$ cat config.mk
export PLATFORM = sky130hd
export DESIGN_NAME = seq_digit_adder
export DESIGN_NICKNAME = d
export VERILOG_FILES = /design/src/rtl/adder_pkg.sv /design/src/rtl/digit_adder.sv /design/src/rtl/seq_digit_adder.sv
export SDC_FILE = /design/constraint.sdc
export NUM_CORES = 1
export LEC_CHECK = 0
export CAP_MARGIN = 0
export CORE_MARGIN = 4
export CORE_UTILIZATION = 49
export DETAILED_ROUTE_END_ITERATION = 12
export PLACE_DENSITY_LB_ADDON = 0.15
export SLEW_MARGIN = 10
export SYNTH_ARGS = -nofsm -noshare
export SYNTH_HDL_FRONTEND = slang
export SYNTH_SLANG_ARGS = --single-unit
$ cat constraint.sdc
create_clock -name clk -period 2 [get_ports clk]
set_clock_uncertainty 0.05 [all_clocks]
set_input_delay 0.4 -clock clk [delete_from_list [all_inputs] [get_ports clk]]
set_output_delay 0.4 -clock clk [all_outputs]
set_load 0.02 [all_outputs]
$ cat src/rtl/adder_pkg.sv
// Shared definitions for the digit-serial adder: FSM state encoding and
// counter sizing helper.
package adder_pkg;

  typedef enum logic [1:0] {
    IDLE = 2'd0,
    RUN  = 2'd1,
    DONE = 2'd2
  } state_e;

  // Digit counter needs at least one bit even when a single slice covers the word.
  function automatic int cnt_width(input int n);
    return (n > 1) ? $clog2(n) : 1;
  endfunction

endpackage

$ cat src/rtl/digit_adder.sv
// Combinational DIGIT-bit slice adder; also reports the carry into the slice MSB
// so the top can derive signed overflow from the final slice.
module digit_adder #(
  parameter int DIGIT = 2
) (
  input  logic [DIGIT-1:0] x,
  input  logic [DIGIT-1:0] y,
  input  logic             ci,
  output logic [DIGIT-1:0] s,
  output logic             co,
  output logic             c_msb_in
);

  logic [DIGIT:0] full;

  assign full = {1'b0, x} + {1'b0, y} + {{DIGIT{1'b0}}, ci};
  assign s    = full[DIGIT-1:0];
  assign co   = full[DIGIT];
  // The MSB sum bit is x^y^carry_in, so the carry in falls out by XORing back.
  assign c_msb_in = x[DIGIT-1] ^ y[DIGIT-1] ^ full[DIGIT-1];

endmodule

$ cat src/rtl/seq_digit_adder.sv
// Digit-serial adder/subtractor: accepts an operand pair, adds one DIGIT-bit slice
// per cycle LSB first, then holds the result until the consumer takes it.
module seq_digit_adder
  import adder_pkg::*;
#(
  parameter int WIDTH = 8,
  parameter int DIGIT = 2
) (
  input  logic             clk,
  input  logic             rst_n,
  input  logic             in_valid,
  output logic             in_ready,
  input  logic [WIDTH-1:0] a,
  input  logic [WIDTH-1:0] b,
  input  logic             cin,
  input  logic             sub,
  output logic             out_valid,
  input  logic             out_ready,
  output logic [WIDTH-1:0] sum,
  output logic             cout,
  output logic             ovf,
  output state_e           state_dbg
);

  localparam int N  = WIDTH / DIGIT;
  localparam int CW = cnt_width(N);

  // Handshake: a transfer happens on a rising edge where valid && ready are both
  // high; valid never depends on ready, and each side holds until the transfer.

  state_e           state, state_nxt;
  logic [CW-1:0]    cnt;
  logic             carry;
  logic [WIDTH-1:0] a_sh, b_sh, sum_r;
  logic             cout_r, ovf_r;
  logic [DIGIT-1:0] sl_s;
  logic             sl_co, sl_cmsb;
  logic             last;
  logic [WIDTH-1:0] sum_shifted;

  digit_adder #(.DIGIT(DIGIT)) u_slice (
    .x        (a_sh[DIGIT-1:0]),
    .y        (b_sh[DIGIT-1:0]),
    .ci       (carry),
    .s        (sl_s),
    .co       (sl_co),
    .c_msb_in (sl_cmsb)
  );

  assign last        = (cnt == CW'(N - 1));
  assign sum_shifted = (sum_r >> DIGIT) | (WIDTH'(sl_s) << (WIDTH - DIGIT));

  always_comb begin
    state_nxt = state;
    case (state)
      IDLE:    if (in_valid) state_nxt = RUN;
      RUN:     if (last) state_nxt = DONE;
      DONE:    if (out_ready) state_nxt = IDLE;
      default: state_nxt = IDLE;
    endcase
  end

  always_ff @(posedge clk or negedge rst_n) begin
    if (!rst_n) begin
      state  <= IDLE;
      cnt    <= '0;
      carry  <= 1'b0;
      a_sh   <= '0;
      b_sh   <= '0;
      sum_r  <= '0;
      cout_r <= 1'b0;
      ovf_r  <= 1'b0;
    end else begin
      state <= state_nxt;
      case (state)
        IDLE: begin
          if (in_valid) begin
            // Subtraction is a + ~b + 1: invert b up front and seed the carry.
            a_sh  <= a;
            b_sh  <= sub ? ~b : b;
            carry <= sub ? 1'b1 : cin;
            cnt   <= '0;
            sum_r <= '0;
          end
        end
        RUN: begin
          a_sh  <= a_sh >> DIGIT;
          b_sh  <= b_sh >> DIGIT;
          sum_r <= sum_shifted;
          carry <= sl_co;
          if (last) begin
            cout_r <= sl_co;
            ovf_r  <= sl_co ^ sl_cmsb;
          end else begin
            cnt <= cnt + 1'b1;
          end
        end
        default: ;
      endcase
    end
  end

  assign in_ready  = (state == IDLE);
  assign out_valid = (state == DONE);
  assign sum       = sum_r;
  assign cout      = cout_r;
  assign ovf       = ovf_r;
  assign state_dbg = state;

endmodule

# Yosys cells after proc, flatten, opt, wreduce, memory -nomap -nowiden
# Index checks and enable logic that the tools add are counted.
# W data, S select, Z words.
[totals] ff_bits=31 latch_bits=0 mem_bits_rw=0 romBits=0 inputBits=22 out_inout_bits=14 elab_cells=46 mem_count=0
[op_classes] n_addsub=3 mul=0 n_div=0 magnitude_cmp=0 n_eq_ne=7 shifts=0 mux=17 bitwise_logic=5 reduce_logical=6
[ops] op="$pmux W8 S2" n=3
[ops] op="$mux W8" n=4
[ops] op="$mux W2" n=5
[ops] op="$not A8 Y8" n=1
[ops] op="$or A6 B8 Y8" n=1
[ops] op="$ne A2 B2 Y1 const B" n=3
[ops] op="$pmux W2 S3" n=1
[ops] op="$reduce_and A3 Y1" n=2
[ops] op="$eq A2 B2 Y1 const B" n=2
[ops] op="$pmux W2 S2" n=1
[ops] op="$reduce_and A2 Y1" n=2
[ops] op="$add A2 B2 Y3" n=1
[ops] op="$add A3 B1 Y3" n=1
[ops] op="$xor A1 B1 Y1" n=3
[ops] op="$add A2 B1 Y2 const B" n=1
[ops] op="$eq A2 B1 Y1 const B" n=1
[ops] op="$logic_not A2 Y1" n=1
[ops] op="$mux W1" n=2
[ops] op="$ne A2 B1 Y1 const B" n=1
[ops] op="$pmux W1 S2" n=1
[ops] op="$reduce_bool A2 Y1" n=1

# Logic depth before layout (Yosys ltp)
[depth] word_depth=4 mapped_depth=5 mapped_depth_nobuf=5

# Hierarchy
# From an unflattened synthesis, not the netlist that was laid out.
[hier_totals] hier_cells=143 hier_area_um2=1547.7
[by_module_without_submodules] mod="seq_digit_adder" instances=1 cells_each=131 area_per_inst_um2=1456.4 seq_area_each_um2=775.7
[by_module_without_submodules] mod="digit_adder" instances=1 cells_each=12 area_per_inst_um2=91.3 seq_area_each_um2=0.0

# Worst setup path before layout
# Ideal clock, no wire load.
[synth_timing] path_kind="reg2reg" startpoint="register carry" endpoint="register ovf_r (netlist: ovf)" setup_time_ns=0.126 arrival_time_ns=1.573 t_required_ns=1.824 path_slack_ns=0.250 stages_incl_launch_ff=6 path_buffers=0 synth_period_minus_slack_ns=1.750 cell_sequence="dfrtp_1 fa_1 fa_1 xor2_1 xnor2_1 o21ai_0"
[synth_via] elab_cells_between_ends=3 classes_between="add/sub (1); bitwise (2)"
[synth_rtl] element="start: declaration" line="seq_digit_adder.sv:33" text="logic carry;"
[synth_rtl] element="start signal: assignment" line="seq_digit_adder.sv:81" text="carry <= sub ? 1'b1 : cin;"
[synth_rtl] element="start signal: assignment" line="seq_digit_adder.sv:90" text="carry <= sl_co;"
[synth_rtl] element="$add A3 B1 Y3" line="digit_adder.sv:16" text="assign full = {1'b0, x} + {1'b0, y} + {{DIGIT{1'b0}}, ci};"
[synth_rtl] element="net sl_co" line="seq_digit_adder.sv:37" text="logic sl_co, sl_cmsb;"
[synth_rtl] element="$xor A1 B1 Y1" line="seq_digit_adder.sv:93" text="ovf_r <= sl_co ^ sl_cmsb;"
[synth_rtl] element="end signal: assignment" line="seq_digit_adder.sv:93"
[synth_rtl] element="end: declaration" line="seq_digit_adder.sv:35" text="logic cout_r, ovf_r;"
# The timed path passes the listed nets, and every way through them passes these cells.
# A chain may end at the register's enable or synchronous reset.

# Worst setup path after layout
[layout_timing] startpoint="register state[1] (netlist: state_dbg[1])" endpoint="output in_ready"
[layout_via] elab_chain_cells=1
[layout_lines] element="start: declaration" line="seq_digit_adder.sv:31" text="state_e state, state_nxt;"
[layout_lines] element="start signal: assignment" line="seq_digit_adder.sv:74" text="state <= state_nxt;"
[layout_lines] element="$logic_not A2 Y1" line="seq_digit_adder.sv:103" text="assign in_ready = (state == IDLE);"
[layout_lines] element="end: declaration" line="seq_digit_adder.sv:12" text="output logic in_ready,"
# No other way between the ends.

==> flow_summary.rst <==
.. list-table::
   :header-rows: 1

   * - Metric
     - Value
   * - Distinct cells, synth
     - 27
   * - Dominant cells by area after synthesis
     - dfrtp_1, a22o_1, xor2_1, a22oi_1, mux2i_1
   * - RSZ-0062 raised after global routing
     - no
   * - Commonest cells post-synth
     - dfrtp_1, nand2_1, a22o_1, a22oi_1, xor2_1
   * - Remaining routing DRC violations
     - 0
   * - Post-DP HPWL
     - 2235 µm
   * - Number of register bits inferred by synthesis
     - 31
   * - Drt initial violations
     - 52
   * - Initial standard-cell utilization of the core
     - 0.5070
   * - Floorplan die area
     - 4093 µm²
   * - GRT Total Usage
     - 0.1685
   * - Register-to-register setup slack
     - roughly 0.16 ns
   * - Master cell of the clock root buffer
     - clkbuf_4
   * - Largest vdd supply drop
     - 0.9029 mV
   * - H-Tree Depth
     - 2
   * - Horizontal die dimension
     - 63.98 µm
   * - PortBufs
     - 35
   * - MaxCap Viol Count
     - 0
   * - GP Congestion
     - 0.7498
   * - Number of enable flip-flop cells after synthesis
     - 0
   * - Total design power
     - 3.322 mW
   * - Total clock buffers created by CTS
     - 5
   * - Detailed-route wire length per cell
     - roughly 14 µm
   * - Remaining Overflow, GRT
     - 0
   * - Mean instance size in the synthesized netlist
     - 12.38 µm²
   * - Data arrival, critical path
     - about 1.5 ns
   * - Final Hold Slack
     - 0.4038 ns
   * - Vert. Die Dim
     - 63.98 µm
   * - Sort of element at the start of the critical path
     - flip-flop
   * - Required arrival time at the worst endpoint
     - 1.55 ns
   * - Final TNS setup
     - 0 ns
   * - Fill cell count
     - 237
   * - Sink count of the clock tree
     - 31
   * - CTS clock-pin slew for the worst setup and hold paths
     - about 0.1 ns
   * - Final WS setup
     - a little over 0.08 ns
   * - Register area share after synthesis
     - 0.5053
   * - Post-CTS Hold Fix Bufs
     - 0
   * - Total vias in the final route
     - approximately 1.1k
   * - Pin count of the biggest net entering global routing
     - 32
   * - Buffers from clock root to sink, at most
     - 2
   * - Worst setup slack after placement
     - between 0.15 and 0.2 ns
   * - Share of post-route cells with drive strength above 1
     - 0.1455
   * - Area of the mapped netlist
     - 1535 µm²
   * - Element type at the critical path end
     - output port
   * - Number of ports placed on the die boundary
     - 36
   * - Result of the run
     - finished, final reports clean
   * - Portion of the clock cycle consumed by the worst path in the final layout
     - 0.9586
   * - Async S/R FF share, synth
     - 1.000
   * - Worst slew margin relative to its limit
     - 0.6879
   * - Reg2Reg Launch Point
     - carry
   * - Sequential group share of total power
     - 0.335
   * - Largest driver fanout on the critical path
     - 4
   * - Setup Viol. Count Final
     - 0
   * - Internal Dissipation
     - 2.043 mW
   * - Hold crit path type
     - input port to asynchronous set/reset pin
   * - Count of antenna diodes in the layout
     - 0
   * - Post-layout instance count excluding filler cells
     - ~210
   * - CTS tree
     - yes
   * - Clock Power Share
     - 0.154
   * - Top-count cell post-synth
     - dfrtp_1
   * - Synth warnings
     - 0
   * - Post-synthesis net count
     - 150
   * - # rows
     - 20
   * - Synth Instances
     - 124
   * - Area share of the leading cell type in the synthesized netlist
     - 0.5053
   * - Combinational Power Share
     - 0.511
   * - Core Region
     - 3028 µm²
   * - Post-layout nets
     - 190
   * - Worst Tran Pin Value
     - 0.4676 ns
   * - Insertion delay to the later sink of the worst-skew pair
     - 0.33 ns
   * - Worst-case reg-to-reg path depth
     - 5
   * - WS Path Type
     - flip-flop to output port
   * - Antenna violation net count after detailed routing
     - 0
   * - Number of placed instances, taps included
     - 201
   * - Most used DFF post-synth
     - dfrtp_1
   * - Routed vias/inst
     - roughly 5.2
   * - Number of hold violations in the final report
     - 0
   * - Dominant cell type by area after synthesis
     - dfrtp_1
   * - Max Transition Viols Final
     - 0
   * - Via count of the first global-routing pass
     - 1133
   * - Layout Area Growth over Synthesis
     - 30.81%
   * - Switching power share of the total
     - 0.3851
   * - Total net switching power
     - 1.279 mW
   * - Total length of routed wires
     - ~3000 µm
   * - Highest Clock Rate
     - 521.6 MHz
   * - Power per cell area
     - 1654 nW/µm²
   * - FF-to-FF End
     - ovf
   * - Static leakage
     - 0.9351 nW
   * - Min cycle time layout
     - about 1.9 ns
   * - Router iterations before antenna repair
     - 4
   * - Global-route wire length before repair
     - between 5000 and 6000 µm
   * - Number of antenna violations at the first check in global routing
     - 0
-- through the flow --
stage / util / area [µm²]
after floorplan: - / 1535
after global placement: 0.6355 / 1924
after detailed placement: 0.6355 / 1924
after CTS: 0.6632 / 2008
after global routing: 0.6632 / 2008
final: 0.6632 / 2008
-- worst max-delay path by stage --
stage | start | endpoint | slack (ns) | cells after the start
5_1_grt | state_dbg[1] | in_ready | 0.01 | 2
3_5_place_dp | carry | ovf | 0.17 | 5
4_1_cts | state_dbg[1] | in_ready | 0.06 | 2
3_3_place_gp | carry | ovf | 0.22 | 5
6_report | state_dbg[1] | in_ready | 0.08 | 2
2_1_floorplan | carry | ovf | 0.25 | 5
-- cell families after synthesis --
kind of cell | count (synthesis) | synth area share
AO/OA/AOI/OAI | 35 | 0.1923
buffers and inverters | 10 | 0.05053
adder cells (fa/ha/maj) | 4 | 0.04238
multiplexers | 8 | 0.05298
XOR/XNOR | 10 | 0.05705
AND/OR/NAND/NOR | 26 | 0.09943
flip-flops | 31 | 0.5053
-- cell type report --
| type | count | area [µm²] | area share |
|---|---|---|---|
| inverters | 3 | 11.26 | 0.005607 |
| flip-flops and latches | 31 | 775.7 | 0.3863 |
| clock inverters | 2 | 35.03 | 0.01745 |
| clock buffers | 6 | 51.30 | 0.02555 |
| well taps | 44 | 55.05 | 0.02741 |
| multi-input cells | 83 | 681.9 | 0.3396 |
| repair buffers | 40 | 397.9 | 0.1981 |
-- flip-flops by register name, summed over array words and instances, names as in the netlist --
register and count:
a_sh 8, b_sh 8, sum 8, cnt 2, state_dbg 2, carry 1, cout 1, ovf 1
-- worst max-delay path, cell delays in order (launching register included) --
cell and delay, ns:
dfrtp_1 0.42, nor2_1 0.11, clkdlybuf4s50_1 0.61
-- per-layer routing --
layer,up-vias,wire [µm],GRT usage
met4,0,55,0.06469
met5,-,0,0
met3,7,165,0.06503
met2,35,1497,0.2877
li1,521,-,-
met1,532,1239,0.1879
-- power by group through the flow --
| stage | Sequential (mW) | Clock, mW | Combinational (mW) |
|---|---|---|---|
| detailed placement | 1.13 | 0 | 1.73 |
| CTS | 1.12 | 0.523 | 1.72 |
| global placement | 1.10 | 0 | 1.67 |
| floorplan | 1.22 | 0 | 1.12 |
| global route | 1.15 | 0.553 | 1.87 |
| finish | 1.11 | 0.512 | 1.70 |
-- repair_timing --
| item | CTS | global route |
|---|---|---|
| buffers inserted | 0 | 0 |
| endpoints found under the setup margin | 2 | 0 |
| endpoints found under the hold margin | 0 | 0 |
| gates resized for setup | 2 | 0 |
-- placed cells by master (no fill, tap or decap), types with 2 or more instances in the layout --
cell type	count
xor2_1	9
buf_4	4
clkdlybuf4s50_1	33
nand2_1	14
o21ai_2	6
inv_1	3
nand2b_1	4
fa_1	2
ha_1	2
clkbuf_4	5
a22oi_1	10
dlygate4sd2_1	2
o21ai_0	2
nor2_1	3
a22o_1	12
mux2i_1	7
dfrtp_1	31
No activity file was read; power rests on OpenSTA's default activity.
